**src/rtl/guess_entry.sv**
```systemverilog
// rtl/guess_entry.sv - debounced 10-key four-digit guess entry with ready/valid handoff
`timescale 1ns/1ps
module guess_entry #(
  parameter int DB_CYCLES = 20000,
  parameter int DB_W      = 16
) (
  input  logic        clk,
  input  logic        rst,
  input  logic [9:0]  key,
  input  logic        clear,
  input  logic        guess_ready,
  output logic [15:0] guess,
  output logic        guess_valid,
  output logic [2:0]  digit_count,
  output logic        dup_err
);

  localparam logic [DB_W-1:0] DB_LAST = DB_W'(DB_CYCLES - 1);

  typedef enum logic [1:0] {REL, PCNT, HELD, RCNT} db_state_t;
  typedef enum logic {ENTRY, PRESENT} en_state_t;

  logic [9:0]      key_meta, key_sync;
  logic            single;
  logic [3:0]      enc;
  logic [3:0]      key_ones;

  db_state_t       db_state, db_next;
  logic [DB_W-1:0] cnt, cnt_next;
  logic [3:0]      db_code, db_code_next;
  logic            press, press_next;

  en_state_t       en_state, en_next;
  logic [15:0]     guess_next;
  logic [2:0]      count_next;
  logic            valid_next, dup_next;
  logic            fresh, fresh_next;
  logic            is_dup;

  // two-flop synchronizer on every raw key level
  always_ff @(posedge clk or negedge rst) begin
    if (!rst) begin
      key_meta <= '0;
      key_sync <= '0;
    end else begin
      key_meta <= key;
      key_sync <= key_meta;
    end
  end

  // count high keys and encode the (single) active one
  always_comb begin
    key_ones = 4'd0;
    enc      = 4'd0;
    for (int i = 0; i < 10; i++) begin
      if (key_sync[i]) begin
        key_ones = key_ones + 4'd1;
        enc      = 4'(i);
      end
    end
    single = (key_ones == 4'd1);
  end

  // debounce state, stability counter, captured digit and press pulse
  always_ff @(posedge clk or negedge rst) begin
    if (!rst) begin
      db_state <= REL;
      cnt      <= '0;
      db_code  <= 4'd0;
      press    <= 1'b0;
    end else begin
      db_state <= db_next;
      cnt      <= cnt_next;
      db_code  <= db_code_next;
      press    <= press_next;
    end
  end

  // debounce next state: a press needs DB_CYCLES stable single-key cycles,
  // re-arming needs DB_CYCLES stable all-released cycles
  always_comb begin
    db_next      = db_state;
    cnt_next     = cnt;
    db_code_next = db_code;
    press_next   = 1'b0;
    case (db_state)
      REL: begin
        cnt_next = '0;
        if (single) begin
          db_next      = PCNT;
          cnt_next     = DB_W'(1);
          db_code_next = enc;
        end
      end
      PCNT: begin
        if (!single || enc != db_code) begin
          db_next  = REL;
          cnt_next = '0;
        end else if (cnt == DB_LAST) begin
          db_next    = HELD;
          cnt_next   = '0;
          press_next = 1'b1;
        end else begin
          cnt_next = cnt + DB_W'(1);
        end
      end
      HELD: begin
        cnt_next = '0;
        if (key_sync == 10'd0) begin
          db_next  = RCNT;
          cnt_next = DB_W'(1);
        end
      end
      RCNT: begin
        if (key_sync != 10'd0) begin
          db_next  = HELD;
          cnt_next = '0;
        end else if (cnt == DB_LAST) begin
          db_next  = REL;
          cnt_next = '0;
        end else begin
          cnt_next = cnt + DB_W'(1);
        end
      end
      default: begin
        db_next  = REL;
        cnt_next = '0;
      end
    endcase
  end

  // is the pressed digit already among the stored ones
  always_comb begin
    is_dup = 1'b0;
    for (int i = 0; i < 4; i++) begin
      if (3'(i) < digit_count && guess[4*i +: 4] == db_code) is_dup = 1'b1;
    end
  end

  // entry state and all registered outputs
  always_ff @(posedge clk or negedge rst) begin
    if (!rst) begin
      en_state    <= ENTRY;
      guess       <= 16'h0000;
      digit_count <= 3'd0;
      guess_valid <= 1'b0;
      dup_err     <= 1'b0;
      fresh       <= 1'b0;
    end else begin
      en_state    <= en_next;
      guess       <= guess_next;
      digit_count <= count_next;
      guess_valid <= valid_next;
      dup_err     <= dup_next;
      fresh       <= fresh_next;
    end
  end

  // entry next state: clear beats press; after a transfer the old guess
  // stays visible until the first new digit replaces it outright
  always_comb begin
    en_next    = en_state;
    guess_next = guess;
    count_next = digit_count;
    valid_next = guess_valid;
    dup_next   = 1'b0;
    fresh_next = fresh;
    case (en_state)
      ENTRY: begin
        if (clear) begin
          guess_next = 16'h0000;
          count_next = 3'd0;
          fresh_next = 1'b0;
        end else if (press) begin
          if (is_dup) begin
            dup_next = 1'b1;
          end else begin
            guess_next = fresh ? {12'h000, db_code} : {guess[11:0], db_code};
            count_next = digit_count + 3'd1;
            fresh_next = 1'b0;
            if (digit_count == 3'd3) begin
              en_next    = PRESENT;
              valid_next = 1'b1;
            end
          end
        end
      end
      PRESENT: begin
        if (guess_ready) begin
          en_next    = ENTRY;
          valid_next = 1'b0;
          count_next = 3'd0;
          fresh_next = 1'b1;
        end
      end
      default: en_next = ENTRY;
    endcase
  end

endmodule

```
**config.mk**
```make
export PLATFORM = sky130hd
export DESIGN_NAME = guess_entry
export DESIGN_NICKNAME = d
export VERILOG_FILES = /design/src/rtl/guess_entry.sv
export SDC_FILE = /design/constraint.sdc
export NUM_CORES = 1
export LEC_CHECK = 0
export BUFFER_PORTS_ARGS = -buffer_cell sky130_fd_sc_hd__buf_2
export CAP_MARGIN = 10
export CORE_MARGIN = 2
export CORE_UTILIZATION = 25
export CTS_BUF_LIST = sky130_fd_sc_hd__clkbuf_2
export CTS_CLUSTER_DIAMETER = 30
export DETAILED_ROUTE_END_ITERATION = 10
export HOLD_SLACK_MARGIN = 0.05
export PLACE_DENSITY_LB_ADDON = 0.2
export SYNTH_ARGS = -nofsm -noshare
export SYNTH_HDL_FRONTEND = slang
export SYNTH_SLANG_ARGS = --single-unit
```
**constraint.sdc**
```tcl
create_clock -name clk -period 7.95 [get_ports clk]
set_clock_uncertainty 0.15 [all_clocks]
set_input_delay 1.1925 -clock clk [delete_from_list [all_inputs] [get_ports clk]]
set_output_delay 1.1925 -clock clk [all_outputs]
set_load 0.005 [all_outputs]
```
# Yosys cells after proc, flatten, opt, wreduce, memory -nomap -nowiden

Index checks and enable logic that the tools add are counted.

Output and inout bits: 21
Flip-flop bits (word level): 66
Bits in latches: 0
Input bits: 14
Logic and storage cells: 135
Memories: 0
ROM bits: 0
Bits in writable memories: 0

Equality and inequality tests: 23
$add $sub $neg: 11
Mux-type cells: 69
Shifts and indexed selects: 0
Bitwise operators: 1
Divide/modulo/power cells: 0
Order comparisons: 4
Multiply operators: 0
Reductions and logical operators: 15

Operator list:

| operator                | number |
|---|---|
| $mux W16                | 7 |
| $mux W4                 | 17 |
| $pmux W16 S4            | 1 |
| $add A4 B1 Y4 const B   | 9 |
| $mux W1                 | 29 |
| $add A16 B1 Y16 const B | 1 |
| $eq A16 B15 Y1 const B  | 1 |
| $eq A4 B4 Y1            | 4 |
| $ne A2 B2 Y1 const B    | 8 |
| $mux W2                 | 6 |
| $mux W3                 | 4 |
| $ne A3 B3 Y1 const B    | 4 |
| $logic_not A10 Y1       | 1 |
| $reduce_bool A10 Y1     | 1 |
| $pmux W2 S4             | 1 |
| $lt A1 B3 Y1 const A    | 2 |
| $lt A2 B3 Y1 const A    | 2 |
| $pmux W1 S2             | 3 |
| $pmux W3 S2             | 1 |
| $reduce_and A3 Y1       | 2 |
| $reduce_and A5 Y1       | 1 |
| $eq A2 B2 Y1 const B    | 2 |
| $eq A4 B1 Y1 const B    | 1 |
| $logic_and A1 B1 Y1     | 4 |
| other kinds (11)        | 11 |

# Depth between registers and ports, before layout

Word-level depth: 24
Depth in mapped cells: 32
Gate-level depth less buffers: 31

# Least setup slack after synthesis

OpenSTA, ideal clock, no wires.

Path kind: register -> register
Start point: register key_sync[0]
End point: register db_code[3]
Required time: 7,675 ps
Setup slack: 2,095 ps
Data arrival time: 5,580 ps
Clock period less this slack: 5,855 ps
Library setup time: 125 ps
Path buffers: 0
Cell stages (with the launch flop): 31
Cell sequence: dfrtp_1 inv_1 ha_1 xor2_1 ha_1 mux2_2 ha_1 mux2_2 ha_1 nand2_1 o31ai_1 nand2_1 inv_1 ha_1 nand2_1 o21ai_0 ha_1 nand2_1 o21ai_0 a31o_2 ha_1 nand2_1 o21ai_0 ha_1 nand2_1 mux2i_1 nand4_1 o211a_1 or3_1 nor2_1 mux2_2

Word-level cells in the longest chain between the ends: 21

Ends and longest elaborated chain:

| what                          | RTL line | source |
|---|---|---|
| start, declared               | 23       | `logic [9:0] key_meta, key_sync;` |
| start signal, assigned        | 47       | `key_sync <= key_meta;` |
| $mux W1 *                     | 56       | `if (key_sync[i]) begin` |
| $add A4 B1 Y4                 | 57       | `key_ones = key_ones + 4'd1;` |
| $mux W4 *                     | 56       |  |
| $add A4 B1 Y4                 | 57       |  |
| $mux W4 *                     | 56       |  |
| $add A4 B1 Y4                 | 57       |  |
| $mux W4 *                     | 56       |  |
| $add A4 B1 Y4                 | 57       |  |
| [5 not listed]                | n/a      |  |
| $add A4 B1 Y4                 | 57       |  |
| $mux W4 *                     | 56       |  |
| $add A4 B1 Y4                 | 57       |  |
| $mux W4 *                     | 56       |  |
| $add A4 B1 Y4                 | 57       |  |
| $mux W4 *                     | 56       |  |
| $eq A4 B1 Y1 *                | 61       | `single = (key_ones == 4'd1);` |
| $reduce_and A2 Y1 (no line) * | n/a      |  |
| end signal, assigned          | 74       | `db_code <= db_code_next;` |
| end, declared                 | 30       | `logic [3:0] db_code, db_code_next;` |

Every way passes the cells marked *; elsewhere a longest branch is shown, timed or not.
A chain may end at the register's enable or synchronous reset.

# Worst setup path after layout

Start point: register key_sync[1]
End point: register db_state[0]

Word-level cells in the longest chain between the ends: 22
Elaborated cells between the ends (all ways): 40
Classes of those cells: add/sub: 8; eq/ne: 6; mux: 21; reduce/logical: 5

Ends and longest elaborated chain:

| what                                                       | RTL line | source |
|---|---|---|
| $mux W4                                                    | 56       |  |
| $add A4 B1 Y4                                              | 57       |  |
| $mux W4                                                    | 56       |  |
| $add A4 B1 Y4                                              | 57       |  |
| $mux W4                                                    | 56       |  |
| $add A4 B1 Y4                                              | 57       |  |
| $mux W4                                                    | 56       |  |
| $add A4 B1 Y4                                              | 57       |  |
| [6 not listed]                                             | n/a      |  |
| $mux W4                                                    | 56       |  |
| $add A4 B1 Y4                                              | 57       |  |
| $mux W4                                                    | 56       |  |
| $eq A4 B1 Y1                                               | 61       |  |
| $logic_not A1 Y1                                           | 96       | `if (!single \|\| enc != db_code) begin` |
| $logic_or A1 B1 Y1                                         | 96       |  |
| $ne A3 B3 Y1 (no line) or $mux W2 (tied branches)          | n/a      |  |
| $reduce_and A4 Y1 (no line) or $pmux W2 S4 (tied branches) | n/a      |  |
| end signal, assigned                                       | 72       | `db_state <= db_next;` |
| end, declared                                              | 28       | `db_state_t db_state, db_next;` |

Several ways; a longest one is shown, not always the timed one.

==> results.yml <==
finish:
  area_delta_synth_final_pct: 13.21
  fillers: 1547
  final_nets: 438
  diodes: 0
  instances_no_fill: 601
  drive_gt1_share_pct: 16.07
sta:
  fin_setup_tns_ps: 0
  max_freq_mhz: 151.8
  setup_viol: 0
  rsz0062_at_grt: "no"
  worst_pin_slew_ps: 1106
  finalCritPeriodShare_pct: 82.86
  fin_crit_ps: 6587
  slew_headroom_pct: 26.26
  hold_violations: 0
  slew_violations: 0
routing:
  vias_per_cell: 4.584
  drt_wl_total_microns: 8025
  drc: 0
  vias: 2755
  ant_nets: 0
  drt-initial-drc-count: 160
  firstDrtPassIters: 5
  wire_per_inst_microns: 13.35
clock_tree:
  root_buffer: "clkbuf_2"
  cts_sinks: 66
  clkLatencyLatePin_ps: 520
  path_clk_slew_ps: 180
  clockBufferDepth: 2
  cts_setup_buffers: 0
  htree_levels: 3
  hold_buffers: 0
  post_cts_resized: 0
  cts_buffers: 9
  tritoncts: "done"
global_routing:
  grt_pass1_wl_microns: 13890
  antenna_found_initial: 0
  grt_pass1_vias: 2724
  grt_util_met2_pct: 16.85
  gr-total-overflow: 0
  grt_util_met1_pct: 14.62
  grt.busiest_layer: "met2"
  grt_max_degree: 67
  use_met3_pct: 2.739
  grt_use_total_pct: 10.95
placement:
  hpwlAfterDp_microns: 5719
  dp_cells: 585
  portBuffers: 34
  globalplace.congestion: 0.8190
synth:
  async_flop_share_pct: 100.0
  syn_avg_cell_area_sq_um: 9.619
  yosysWarnings: 0
  netlist_area_sq_um: 3665
  syn_inst: 381
  synth-edff-count: 0
  synth_nets: 407
  yosysSeqAreaShare_pct: 45.07
  ys_ff_latch: 66
  ys.flop_type: "dfrtp_1"
  synth_cell_types: 59
run:
  maxCapViolations: 0
worst_setup_path:
  critPathKind: "flip-flop to flip-flop"
  cpMostUsedCell: "ha_1"
  cp-start-kind: "flip-flop"
  critPathMaxStageDelay_ps: 890
  critPathTopFamily: "adder cells"
  required_ps: 8160
  critPathMaxFanout: 15
  critPathBufInv: 2
  critPathSlowestCell: "a21oi_1"
  cp_data_arrival_time_ps: 6800
  cp-end-kind: "flip-flop"
floorplanning:
  io_pins: 35
  coreArea_sq_um: 14420
  die_area_sq_um: 15640
  die_h_microns: 125.1
  initial_core_util_pct: 25.41
  die_w_microns: 125.1
  rows: 44
pwr:
  power.density_nw_per_um2: 213.3
  peakVddDrop_v: 0.00006502
  power_uw: 885.0
  p_leak_nw: 1.860
hold_path:
  hp-class: "flip-flop to flip-flop"
run_status:
  outcome: "finished, final reports clean"
## cells in the final DEF, fill, tap and decap left out, drive strengths merged, types with 2 or more instances in the layout
master / synthesis / layout
a211o: 2 / 2
a211oi: 2 / 2
a21o: 3 / 3
a21oi: 8 / 8
a22o: 4 / 4
a31o: 2 / 2
a32o: 2 / 2
and2: 2 / 2
and3: 5 / 5
buf: 4 / 36
bufinv: 0 / 2
clkbuf: 12 / 11
clkinv: 0 / 3
dfrtp: 66 / 66
ha: 12 / 12
inv: 13 / 13
mux2: 6 / 6
mux2i: 3 / 3
nand2: 58 / 58
nand2b: 3 / 3
nand3: 13 / 13
nand4: 7 / 7
nand4b: 2 / 2
nor2: 32 / 32
nor2b: 2 / 2
nor3: 6 / 6
nor3b: 3 / 3
nor4: 8 / 8
o21a: 2 / 2
o21ai: 24 / 24
o21bai: 3 / 3
o31ai: 5 / 5
o32ai: 2 / 2
or3: 3 / 3
or4: 2 / 2
xnor2: 21 / 21
xor2: 24 / 24
## cell families (layout without fill, tap and decap cells)
kind of cell,after synthesis,in the layout,synth area share [%]
compound gates,68,68,12.84
xor+xnor,47,47,12.67
fa+ha+maj,12,12,4.097
buf+inv,29,65,3.107
flops,66,66,45.07
mux,9,9,2.663
simple gates,150,150,19.56
## flip-flops by register name, summed over array words and instances, names as in the netlist
name	count
guess_valid	1
db_code	4
guess	16
digit_count	3
en_state	1
dup_err	1
press	1
fresh	1
key_meta	10
cnt	16
key_sync	10
db_state	2
## worst reg2reg max path, delay by kind of cell, from the launching register on
family / cells / cell delay (ps)
AO/OA/AOI/OAI: 8 / 1910
multiplexers: 3 / 640
flip-flops: 1 / 410
buffers and inverters: 2 / 150
AND/OR/NAND/NOR: 8 / 710
adder cells (fa/ha/maj): 8 / 2300
XOR/XNOR: 1 / 190
## area by class of cell
cell class,count,area [sq um],share of cell area [%]
Sequential cell,66,1652,39.81
Multi-Input combinational cell,286,1899,45.78
Timing Repair Buffer,36,185.2,4.463
Clock buffer,11,55.05,1.327
Inverter,13,48.80,1.176
Tap cell,184,230.2,5.549
Clock inverter,5,78.83,1.900
## cell usage after synthesis (3+ instances only)
cell | n | area share [%]
dfrtp_1 | 66 | 45
nand2_1 | 58 | 5.9
nor2_1 | 32 | 3.3
o21ai_0 | 23 | 3.1
xor2_1 | 23 | 5.5
xnor2_1 | 19 | 4.5
nand3_1 | 13 | 1.8
clkbuf_1 | 12 | 1.2
ha_1 | 12 | 4.1
inv_1 | 12 | 1.2
a21oi_1 | 8 | 1.1
nor4_1 | 8 | 1.4
nand4_1 | 7 | 1.2
nor3_1 | 6 | 0.82
a22o_1 | 4 | 0.96
and3_1 | 4 | 0.68
buf_2 | 4 | 0.55
mux2_2 | 4 | 1.2
o31ai_1 | 4 | 0.82
a21o_1 | 3 | 0.61
mux2i_1 | 3 | 0.82
nand2b_1 | 3 | 0.51
nor3b_1 | 3 | 0.61
o21bai_1 | 3 | 0.61
## power by group
part	leakage, nW	switching, mW	internal, mW
sequential	0.867	0.0343	0.352
clock	0.0859	0.127	0.106
combinational	0.907	0.141	0.124
## routing by layer
| metal | routed length, microns | vias up |
|---|---|---|
| li1 | - | 1392 |
| met1 | 3985 | 1315 |
| met2 | 3675 | 32 |
| met3 | 195 | 16 |
| met4 | 168 | 0 |
| met5 | 0 | - |
## final timing paths
| kind | to | slack (ps) | start | cells after the start |
|---|---|---|---|---|
| setup / recovery | db_state[0]$_DFFE_PN0P_ | 1360 | key_sync[1]$_DFF_PN0_ | 30 |
| hold / removal | key_sync[3]$_DFF_PN0_ | 230 | key_meta[3]$_DFF_PN0_ | 0 |
| setup reg to reg | db_state[0]$_DFFE_PN0P_ | 1360 | key_sync[1]$_DFF_PN0_ | 30 |
| hold reg to reg | key_sync[3]$_DFF_PN0_ | 230 | key_meta[3]$_DFF_PN0_ | 0 |
| max in group asynchronous | db_state[0]$_DFFE_PN0P_ | 6390 | rst | 2 |
| min in group asynchronous | key_meta[4]$_DFF_PN0_ | 680 | rst | 2 |
## stage by stage
stage	hold WS, ps	setup slack [ps]	area (sq um)	utilization, %
floorplan	181.2	2095	3665	-
global placement	184.1	1513	4015	27.84
detailed placement	189.6	1337	4015	27.84
CTS	229.6	1300	4149	28.76
global route	243.2	730.5	4149	28.76
finish	225.5	1363	4149	28.76
No activity file was read; power rests on OpenSTA's default activity.
